<file path="src/rtl/apb_master_arbiter_pkg.sv">
`default_nettype none
// ============================================================================
// Module      : apb_arb_pkg
// Description : Shared types and constants for the APB master arbiter.
//               FSM state encoding, slave-select field width, slave count
//               and a one-hot select decoder.
// Revision    : 1.0 - initial release
// ============================================================================
package apb_arb_pkg;

  localparam int c_SEL_W   = 2;
  localparam int c_NUM_SLV = 4;

  typedef enum logic [1:0] {
    ST_IDLE   = 2'd0,
    ST_SETUP  = 2'd1,
    ST_ACCESS = 2'd2
  } apb_state_e;

  // One-hot slave select from the address select field.
  function automatic logic [c_NUM_SLV-1:0] sel_decode(input logic [c_SEL_W-1:0] sel);
    logic [c_NUM_SLV-1:0] oh;
    oh      = '0;
    oh[sel] = 1'b1;
    return oh;
  endfunction

endpackage
`default_nettype wire

</file>
<file path="src/rtl/apb_master_arbiter_if.sv">
`default_nettype none
// ============================================================================
// Module      : apb_master_arbiter_if
// Description : Requester-side and APB-side signal bundle of the arbiter.
//               master modport : view of the arbiter itself
//               slave modport  : view of the surrounding requesters/fabric
//   req_i/addr_i/write_i/wdata_i : packed per-requester transfer requests
//   gnt_o/done_o/rdata_o/err_o   : grant, completion pulse and response
//   psel_o..pwdata_o             : APB master outputs
//   prdata_i/pready_i/pslverr_i  : APB slave responses
// Revision    : 1.0 - initial release
// ============================================================================
interface apb_master_arbiter_if
  import apb_arb_pkg::*;
#(
  parameter int NUM_REQ = 3
);

  logic [NUM_REQ-1:0]    req_i;
  logic [NUM_REQ*32-1:0] addr_i;
  logic [NUM_REQ-1:0]    write_i;
  logic [NUM_REQ*32-1:0] wdata_i;
  logic [NUM_REQ-1:0]    gnt_o;
  logic [NUM_REQ-1:0]    done_o;
  logic [31:0]           rdata_o;
  logic                  err_o;
  logic [c_NUM_SLV-1:0]  psel_o;
  logic                  penable_o;
  logic                  pwrite_o;
  logic [31:0]           paddr_o;
  logic [31:0]           pwdata_o;
  logic [31:0]           prdata_i;
  logic                  pready_i;
  logic                  pslverr_i;

  modport master (
    input  req_i, addr_i, write_i, wdata_i, prdata_i, pready_i, pslverr_i,
    output gnt_o, done_o, rdata_o, err_o, psel_o, penable_o, pwrite_o,
           paddr_o, pwdata_o
  );

  modport slave (
    output req_i, addr_i, write_i, wdata_i, prdata_i, pready_i, pslverr_i,
    input  gnt_o, done_o, rdata_o, err_o, psel_o, penable_o, pwrite_o,
           paddr_o, pwdata_o
  );

endinterface
`default_nettype wire

</file>
<file path="src/rtl/apb_master_arbiter_rr.sv">
`default_nettype none
// ============================================================================
// Module      : apb_rr_arbiter
// Description : Combinational round-robin picker. Search starts at
//               (i_last_gnt+1) mod NUM_REQ and ascends with wrap-around.
//   i_eligible : requests allowed to win this cycle
//   i_last_gnt : index of the previous winner
//   o_gnt_oh   : one-hot winner
//   o_gnt_idx  : encoded winner
//   o_gnt_vld  : any requester won
// Revision    : 1.0 - initial release
// ============================================================================
module apb_rr_arbiter #(
  parameter int NUM_REQ = 3,
  parameter int IDX_W   = 2
) (
  input  logic [NUM_REQ-1:0] i_eligible,
  input  logic [IDX_W-1:0]   i_last_gnt,
  output logic [NUM_REQ-1:0] o_gnt_oh,
  output logic [IDX_W-1:0]   o_gnt_idx,
  output logic               o_gnt_vld
);

  always_comb begin
    int cand;
    cand      = 0;
    o_gnt_oh  = '0;
    o_gnt_idx = '0;
    o_gnt_vld = 1'b0;
    for (int k = 0; k < NUM_REQ; k++) begin
      cand = (int'(i_last_gnt) + 1 + k) % NUM_REQ;
      if (!o_gnt_vld && i_eligible[cand]) begin
        o_gnt_vld      = 1'b1;
        o_gnt_idx      = IDX_W'(cand);
        o_gnt_oh[cand] = 1'b1;
      end
    end
  end

endmodule
`default_nettype wire

</file>
<file path="src/rtl/apb_master_arbiter.sv">
`default_nettype none
// ============================================================================
// Module      : apb_master_arbiter
// Description : Shares one APB master port between NUM_REQ requesters with
//               round-robin grants. Each grant runs SETUP then ACCESS, the
//               slave select is decoded from addr[SEL_LSB+1:SEL_LSB] and the
//               response is returned with a one-cycle done pulse.
//   pclk    : clock, rising edge
//   presetn : asynchronous active-low reset
//   bus     : apb_master_arbiter_if.master (requester and APB signals)
// Optional    : APB_ARB_TIMEOUT_EN adds an ACCESS wait limit of
//               TIMEOUT_CYCLES consecutive pready_i-low cycles.
// Revision    : 1.0 - initial release
// ============================================================================
module apb_master_arbiter
  import apb_arb_pkg::*;
#(
  parameter int NUM_REQ        = 3,
  parameter int SEL_LSB        = 12,
  parameter int TIMEOUT_CYCLES = 16
) (
  input  logic                      pclk,
  input  logic                      presetn,
  apb_master_arbiter_if.master      bus
);

  localparam int c_IDX_W = (NUM_REQ > 1) ? $clog2(NUM_REQ) : 1;

  apb_state_e           r_state;
  apb_state_e           w_state_nxt;
  logic [c_IDX_W-1:0]   r_last_gnt;
  logic [c_IDX_W-1:0]   w_win_idx;
  logic [NUM_REQ-1:0]   w_eligible;
  logic [NUM_REQ-1:0]   w_win_oh;
  logic                 w_win_vld;
  logic                 w_start;
  logic                 w_complete;
  logic                 w_timeout;
  logic [31:0]          w_win_addr;
  logic [31:0]          w_win_wdata;
  logic [NUM_REQ-1:0]   r_gnt;
  logic [NUM_REQ-1:0]   r_done;
  logic [31:0]          r_rdata;
  logic                 r_err;
  logic [c_NUM_SLV-1:0] r_psel;
  logic                 r_penable;
  logic                 r_pwrite;
  logic [31:0]          r_paddr;
  logic [31:0]          r_pwdata;

  // A requester is blind during its own done cycle so it can drop req
  // on the next cycle without being granted a second time.
  assign w_eligible = bus.req_i & ~r_done;

  apb_rr_arbiter #(
    .NUM_REQ (NUM_REQ),
    .IDX_W   (c_IDX_W)
  ) u_rr (
    .i_eligible (w_eligible),
    .i_last_gnt (r_last_gnt),
    .o_gnt_oh   (w_win_oh),
    .o_gnt_idx  (w_win_idx),
    .o_gnt_vld  (w_win_vld)
  );

  assign w_win_addr  = bus.addr_i[32*int'(w_win_idx) +: 32];
  assign w_win_wdata = bus.wdata_i[32*int'(w_win_idx) +: 32];

`ifdef APB_ARB_TIMEOUT_EN
  localparam int c_TO_W = $clog2(TIMEOUT_CYCLES + 1);

  logic [c_TO_W-1:0] r_wait_cnt;

  // Counts pready_i-low ACCESS cycles; cleared while in SETUP so every
  // ACCESS phase starts from zero.
  always_ff @(posedge pclk or negedge presetn) begin
    if (!presetn) begin
      r_wait_cnt <= '0;
    end else if (r_state == ST_SETUP) begin
      r_wait_cnt <= '0;
    end else if (r_state == ST_ACCESS && !bus.pready_i) begin
      r_wait_cnt <= r_wait_cnt + c_TO_W'(1);
    end
  end

  // Fires on the TIMEOUT_CYCLES-th consecutive low cycle.
  assign w_timeout = (r_state == ST_ACCESS) && !bus.pready_i &&
                     (r_wait_cnt == c_TO_W'(TIMEOUT_CYCLES - 1));
`else
  // No wait limit in this build; constant 0 for any legal TIMEOUT_CYCLES.
  assign w_timeout = (TIMEOUT_CYCLES < 0);
`endif

  always_ff @(posedge pclk or negedge presetn) begin
    if (!presetn) begin
      r_state <= ST_IDLE;
    end else begin
      r_state <= w_state_nxt;
    end
  end

  always_comb begin
    w_state_nxt = r_state;
    w_start     = 1'b0;
    w_complete  = 1'b0;
    case (r_state)
      ST_IDLE: begin
        if (w_win_vld) begin
          w_state_nxt = ST_SETUP;
          w_start     = 1'b1;
        end
      end
      ST_SETUP: begin
        w_state_nxt = ST_ACCESS;
      end
      ST_ACCESS: begin
        if (bus.pready_i || w_timeout) begin
          w_state_nxt = ST_IDLE;
          w_complete  = 1'b1;
        end
      end
      default: begin
        w_state_nxt = ST_IDLE;
      end
    endcase
  end

  always_ff @(posedge pclk or negedge presetn) begin
    if (!presetn) begin
      r_last_gnt <= c_IDX_W'(NUM_REQ - 1);
      r_gnt      <= '0;
      r_done     <= '0;
      r_rdata    <= '0;
      r_err      <= 1'b0;
      r_psel     <= '0;
      r_penable  <= 1'b0;
      r_pwrite   <= 1'b0;
      r_paddr    <= '0;
      r_pwdata   <= '0;
    end else begin
      // Response fields are only meaningful alongside done; zero otherwise.
      r_done  <= '0;
      r_rdata <= '0;
      r_err   <= 1'b0;

      if (w_start) begin
        r_last_gnt <= w_win_idx;
        r_gnt      <= w_win_oh;
        r_paddr    <= w_win_addr;
        r_pwrite   <= bus.write_i[w_win_idx];
        r_pwdata   <= w_win_wdata;
        r_psel     <= sel_decode(w_win_addr[SEL_LSB +: c_SEL_W]);
      end

      if (r_state == ST_SETUP) begin
        r_penable <= 1'b1;
      end

      if (w_complete) begin
        r_done    <= r_gnt;
        r_gnt     <= '0;
        r_psel    <= '0;
        r_penable <= 1'b0;
        // A timeout completes with pready_i low: forced error, no data.
        r_err     <= bus.pready_i ? bus.pslverr_i : 1'b1;
        r_rdata   <= (bus.pready_i && !r_pwrite) ? bus.prdata_i : 32'h0;
      end
    end
  end

  assign bus.gnt_o     = r_gnt;
  assign bus.done_o    = r_done;
  assign bus.rdata_o   = r_rdata;
  assign bus.err_o     = r_err;
  assign bus.psel_o    = r_psel;
  assign bus.penable_o = r_penable;
  assign bus.pwrite_o  = r_pwrite;
  assign bus.paddr_o   = r_paddr;
  assign bus.pwdata_o  = r_pwdata;

endmodule
`default_nettype wire

</file>
<file path="src/flat_wrapper.sv">
// flat-port wrapper written by rule: the top's interface ports become plain ports
module apb_master_arbiter_flat import apb_arb_pkg::*;
#(
  parameter int NUM_REQ        = 3,
  parameter int SEL_LSB        = 12,
  parameter int TIMEOUT_CYCLES = 16
)
  (pclk, presetn, bus_req_i, bus_addr_i, bus_write_i, bus_wdata_i, bus_prdata_i, bus_pready_i, bus_pslverr_i, bus_gnt_o, bus_done_o, bus_rdata_o, bus_err_o, bus_psel_o, bus_penable_o, bus_pwrite_o, bus_paddr_o, bus_pwdata_o);
  apb_master_arbiter_if #(.NUM_REQ(NUM_REQ)) bus_i ();
  input  logic pclk;
  input  logic presetn;
  input wire logic [$bits(bus_i.req_i)-1:0] bus_req_i;
  input wire logic [$bits(bus_i.addr_i)-1:0] bus_addr_i;
  input wire logic [$bits(bus_i.write_i)-1:0] bus_write_i;
  input wire logic [$bits(bus_i.wdata_i)-1:0] bus_wdata_i;
  input wire logic [$bits(bus_i.prdata_i)-1:0] bus_prdata_i;
  input wire logic [$bits(bus_i.pready_i)-1:0] bus_pready_i;
  input wire logic [$bits(bus_i.pslverr_i)-1:0] bus_pslverr_i;
  output wire logic [$bits(bus_i.gnt_o)-1:0] bus_gnt_o;
  output wire logic [$bits(bus_i.done_o)-1:0] bus_done_o;
  output wire logic [$bits(bus_i.rdata_o)-1:0] bus_rdata_o;
  output wire logic [$bits(bus_i.err_o)-1:0] bus_err_o;
  output wire logic [$bits(bus_i.psel_o)-1:0] bus_psel_o;
  output wire logic [$bits(bus_i.penable_o)-1:0] bus_penable_o;
  output wire logic [$bits(bus_i.pwrite_o)-1:0] bus_pwrite_o;
  output wire logic [$bits(bus_i.paddr_o)-1:0] bus_paddr_o;
  output wire logic [$bits(bus_i.pwdata_o)-1:0] bus_pwdata_o;
  assign bus_i.req_i = bus_req_i;
  assign bus_i.addr_i = bus_addr_i;
  assign bus_i.write_i = bus_write_i;
  assign bus_i.wdata_i = bus_wdata_i;
  assign bus_i.prdata_i = bus_prdata_i;
  assign bus_i.pready_i = bus_pready_i;
  assign bus_i.pslverr_i = bus_pslverr_i;
  assign bus_gnt_o = bus_i.gnt_o;
  assign bus_done_o = bus_i.done_o;
  assign bus_rdata_o = bus_i.rdata_o;
  assign bus_err_o = bus_i.err_o;
  assign bus_psel_o = bus_i.psel_o;
  assign bus_penable_o = bus_i.penable_o;
  assign bus_pwrite_o = bus_i.pwrite_o;
  assign bus_paddr_o = bus_i.paddr_o;
  assign bus_pwdata_o = bus_i.pwdata_o;
  apb_master_arbiter #(.NUM_REQ(NUM_REQ), .SEL_LSB(SEL_LSB), .TIMEOUT_CYCLES(TIMEOUT_CYCLES)) u_core (.pclk(pclk), .presetn(presetn), .bus(bus_i));
endmodule
</file>
<file path="config.mk">
export PLATFORM = sky130hd
export DESIGN_NAME = apb_master_arbiter_flat
export DESIGN_NICKNAME = d
export VERILOG_FILES = /design/src/rtl/apb_master_arbiter_pkg.sv /design/src/rtl/apb_master_arbiter_if.sv /design/src/rtl/apb_master_arbiter_rr.sv /design/src/rtl/apb_master_arbiter.sv /design/src/flat_wrapper.sv
export SDC_FILE = /design/constraint.sdc
export NUM_CORES = 1
export LEC_CHECK = 0
export ABC_AREA = 1
export BUFFER_PORTS_ARGS = -buffer_cell sky130_fd_sc_hd__buf_2
export CORE_AREA = 2 2 134 136
export CTS_BUF_LIST = sky130_fd_sc_hd__clkbuf_2
export CTS_CLUSTER_SIZE = 12
export DETAILED_ROUTE_END_ITERATION = 16
export DIE_AREA = 0 0 136 138
export PLACE_DENSITY_LB_ADDON = 0.12
export REMOVE_ABC_BUFFERS = 1
export SYNTH_ARGS = -nofsm -noshare
export SYNTH_HDL_FRONTEND = slang
export SYNTH_SLANG_ARGS = --single-unit
</file>
<file path="constraint.sdc">
create_clock -name pclk -period 2.02 [get_ports pclk]
set_input_delay 0.202 -clock pclk [delete_from_list [all_inputs] [get_ports pclk]]
set_output_delay 0.202 -clock pclk [all_outputs]
set_load 0.03 [all_outputs]
</file>
==> flow_metrics.py <==
metrics = {
    "power_and_ir_drop": {
        "p_leak_nw": 6.10,
        "p_switching_mw": 12.3,
        "switching_share_pct": 50.0,
        "powerDensity_mw_per_mm2": 2030,
        "ir_drop_mv": 1.27,
        "seqPwrFrac_pct": 14.5,
        "power_mw": 24.6,
        "p_int_mw": 12.3,
        "p_comb_share_pct": 78.6,
        "p_clk_share_pct": 6.8,
    },
    "detailed_routing": {
        "totalWireLength_um": 28600,
        "routedLengthMet1_um": 10900,
        "wl_met3_um": 1880,
        "dr_total_vias": 7864,
        "drt_iter0_drc": 346,
        "drt_pre_antenna_iters": 5,
        "highest_layer": "met4",
        "vias_per_cell": 4.85,
        "wl_per_cell_um": 17.7,
        "antenna_left": 0,
        "drc": 0,
        "wl_met2_um": 14500,
    },
    "synthesis": {
        "yosysSeqAreaShare_pct": 48.3,
        "synth_cell_type_count": 25,
        "synthTopCellsByArea": "dfrtp_1, a21oi_1, inv_1, nor2_1, a21oi_2",
        "netlist.area_leader.share_pct": 47.9,
        "synth_top_area_cell": "dfrtp_1",
        "synth_cells": 738,
        "synth_seq_cells": 113,
        "synth_area_per_cell_um2": 7.93,
        "syn_area_mm2": 0.00585,
        "ys_warn_count": 0,
    },
    "finish": {
        "area_delta_synth_final_pct": 107,
        "nNetsFinal": 1613,
        "drive_above_1_share_pct": 44.1,
        "finalNonFillerCells": 1620,
        "num-fill-cells": 1351,
        "fin_util_pct": 69.2,
    },
    "die": {
        "io_pins": 343,
        "die_y_um": 138,
        "die_w_um": 136,
        "initial_core_util_pct": 33.4,
        "core-area_mm2": 0.0175,
        "die-area_mm2": 0.0188,
        "row_count": 49,
    },
    "sta": {
        "slew_headroom_pct": 61.1,
        "setup_slack_ns": -0.353,
        "post-route-period-util_pct": 117,
        "rsz0062_at_grt": "yes",
        "max_freq_ghz": 0.421,
        "tightest_slew_ns": 0.584,
        "period_minus_slack_ns": 2.37,
        "drv_slew": 0,
        "hold_viol": 0,
        "setup_violations": 74,
        "worst_clock_skew_ns": 0.0353,
    },
    "global_route": {
        "grt_pass1_wl_um": 40400,
        "grt_usage_pct": 27.5,
        "overflow": 0,
        "grt_max_degree": 45,
        "grt_antenna_before_repair": 3,
        "grt_pass1_vias": 7981,
    },
    "place": {
        "placedCellCount": 1307,
        "gp_congestion": 0.825,
        "place_hpwl_um": 15000,
        "io_buffer_count": 342,
    },
    "clocking": {
        "clk_path_buf_depth": 2,
        "cts.sinks": 113,
        "clkLatencyLatePin_ns": 0.68,
        "cts_root_buf": "clkbuf_2",
        "h-tree-depth": 4,
        "numCtsBuffers": 17,
        "cts.clk_slew.worst_paths_ns": 0.20,
        "cts_tree": "built",
    },
    "worst_setup_path": {
        "worst_setup_path_end_kind": "flop",
        "criticalPathCategory": "reg2reg",
        "cp_max_fo": 6,
        "cp.required_ns": 2.62,
        "worstPathArrival_ns": 2.97,
        "crit_path_start_kind": "flop",
    },
    "worst_hold_path": {
        "min_path_type": "in2reg",
    },
    "outcome": {
        "status": "finished, violations left",
        "violations": "negative setup slack",
    },
    "run": {
        "maxCapViolCount": 0,
    },
}
power groups by stage:
stage	clock, mW	combinational, mW	sequential (mW)
CTS	1.71	15.5	3.55
global placement	0	12.0	3.58
global route	1.83	20.6	3.67
finish	1.68	19.3	3.57
detailed placement	0	12.0	3.58
floorplan	0	4.66	5.08
synthesized netlist by cell type, drive strengths merged:
| cell | number |
|---|---|
| or2 | 1 |
| a21oi | 190 |
| dfstp | 1 |
| buf | 30 |
| o22ai | 2 |
| clkbuf | 16 |
| nor3 | 1 |
| ha | 4 |
| nand2 | 48 |
| inv | 123 |
| nand4 | 1 |
| nand3 | 24 |
| o21ai | 77 |
| nor2 | 108 |
| dfrtp | 112 |
cells in the final DEF, fill, tap and decap left out, drive strengths merged, types with 4 or more instances in the layout:
| master | Yosys | layout |
|---|---|---|
| o21ai | 77 | 77 |
| a21oi | 190 | 190 |
| clkinvlp | 0 | 4 |
| dlygate4sd3 | 0 | 231 |
| clkbuf | 16 | 29 |
| inv | 123 | 123 |
| clkinv | 0 | 7 |
| nor2 | 108 | 108 |
| buf | 30 | 418 |
| nand2 | 48 | 52 |
| ha | 4 | 4 |
| dfrtp | 112 | 112 |
| nand3 | 24 | 24 |
registers in the layout, indices dropped and copies added (netlist names):
register and count:
u_core.bus.penable_o 1, u_core.bus.done_o 3, u_core.bus.pwrite_o 1, u_core.bus.err_o 1
u_core.r_state 2, u_core.bus.gnt_o 3, u_core.bus.psel_o 4, u_core.r_last_gnt 2
u_core.bus.paddr_o 32, u_core.bus.pwdata_o 32, u_core.bus.rdata_o 32
layout make-up:
type / instances / area (um^2) / area share [%]
Clock buffer: 19 / 95.1 / 0.784
Clock inverter: 13 / 164 / 1.35
Antenna cell: 3 / 7.51 / 0.0619
Timing Repair inverter: 1 / 11.3 / 0.0929
Inverter: 123 / 487 / 4.01
Timing Repair Buffer: 659 / 5330 / 44.0
Tap cell: 229 / 287 / 2.36
Multi-Input combinational cell: 460 / 2920 / 24.0
Sequential cell: 113 / 2830 / 23.3
cells by family (layout without fill, tap and decap cells):
logic type	Yosys count	in the layout	synth area share, %
buffers and inverters	169	815	12.7
other	0	3	0
adder cells (fa/ha/maj)	4	4	0.855
flip-flops	113	113	48.3
AND/OR/NAND/NOR	183	187	13.0
AO/OA/AOI/OAI	269	269	25.0
final timing paths:
kind,from,endpoint,slack [ns],cells past startpoint
max,u_core.r_last_gnt[1]$_DFFE_PN1P_,u_core.bus.paddr_o[0]$_DFFE_PN0P_,-0.35,12
min,bus_prdata_i[21],u_core.bus.rdata_o[21]$_DFF_PN0_,0.25,4
max reg2reg,u_core.r_last_gnt[1]$_DFFE_PN1P_,u_core.bus.paddr_o[0]$_DFFE_PN0P_,-0.35,12
min reg2reg,u_core.bus.paddr_o[13]$_DFFE_PN0P_,u_core.bus.paddr_o[13]$_DFFE_PN0P_,0.51,2
max in group asynchronous,presetn,u_core.r_last_gnt[1]$_DFFE_PN1P_,1.12,4
min in group asynchronous,presetn,u_core.bus.rdata_o[5]$_DFF_PN0_,0.58,4
through the flow:
step	setup slack, ns	hold slack [ns]	TNS (ns)	cell area [um^2]
floorplan	-1.83	-0.0936	-112.52	5570
global placement	-0.256	0.188	-14.49	8060
detailed placement	-0.305	0.185	-15.39	8060
CTS	-0.257	0.142	-14.38	11300
global route	-0.425	0.144	-27.43	12100
finish	-0.353	0.255	-21.56	12100
critical path: stages (launching register included):
cell and delay (ns):
dfstp_2 0.63, ha_4 0.25, o21ai_4 0.24, nand2_4 0.12
nand2_4 0.12, nand2_4 0.06, o21ai_4 0.08, buf_12 0.17
nand2_8 0.09, buf_12 0.16, a21oi_2 0.11, o21ai_1 0.08
a21oi_1 0.16
per-layer routing:
layer,vias up,global-route usage (%)
li1,3676,-
met1,3720,31.3
met2,368,46.9
met3,100,7.41
met4,0,14.3
met5,-,0
timing repair:
item | CTS | global route
buffers inserted | 7 | 12
pin swaps | 12 | 56
endpoints found under the hold margin | 215 | 0
cloned | 12 | 17
setup endpoints to repair | 74 | 74
gates resized for setup | 80 | 125
hold buffers | 232 | 0
No activity file was read; power rests on OpenSTA's default activity.
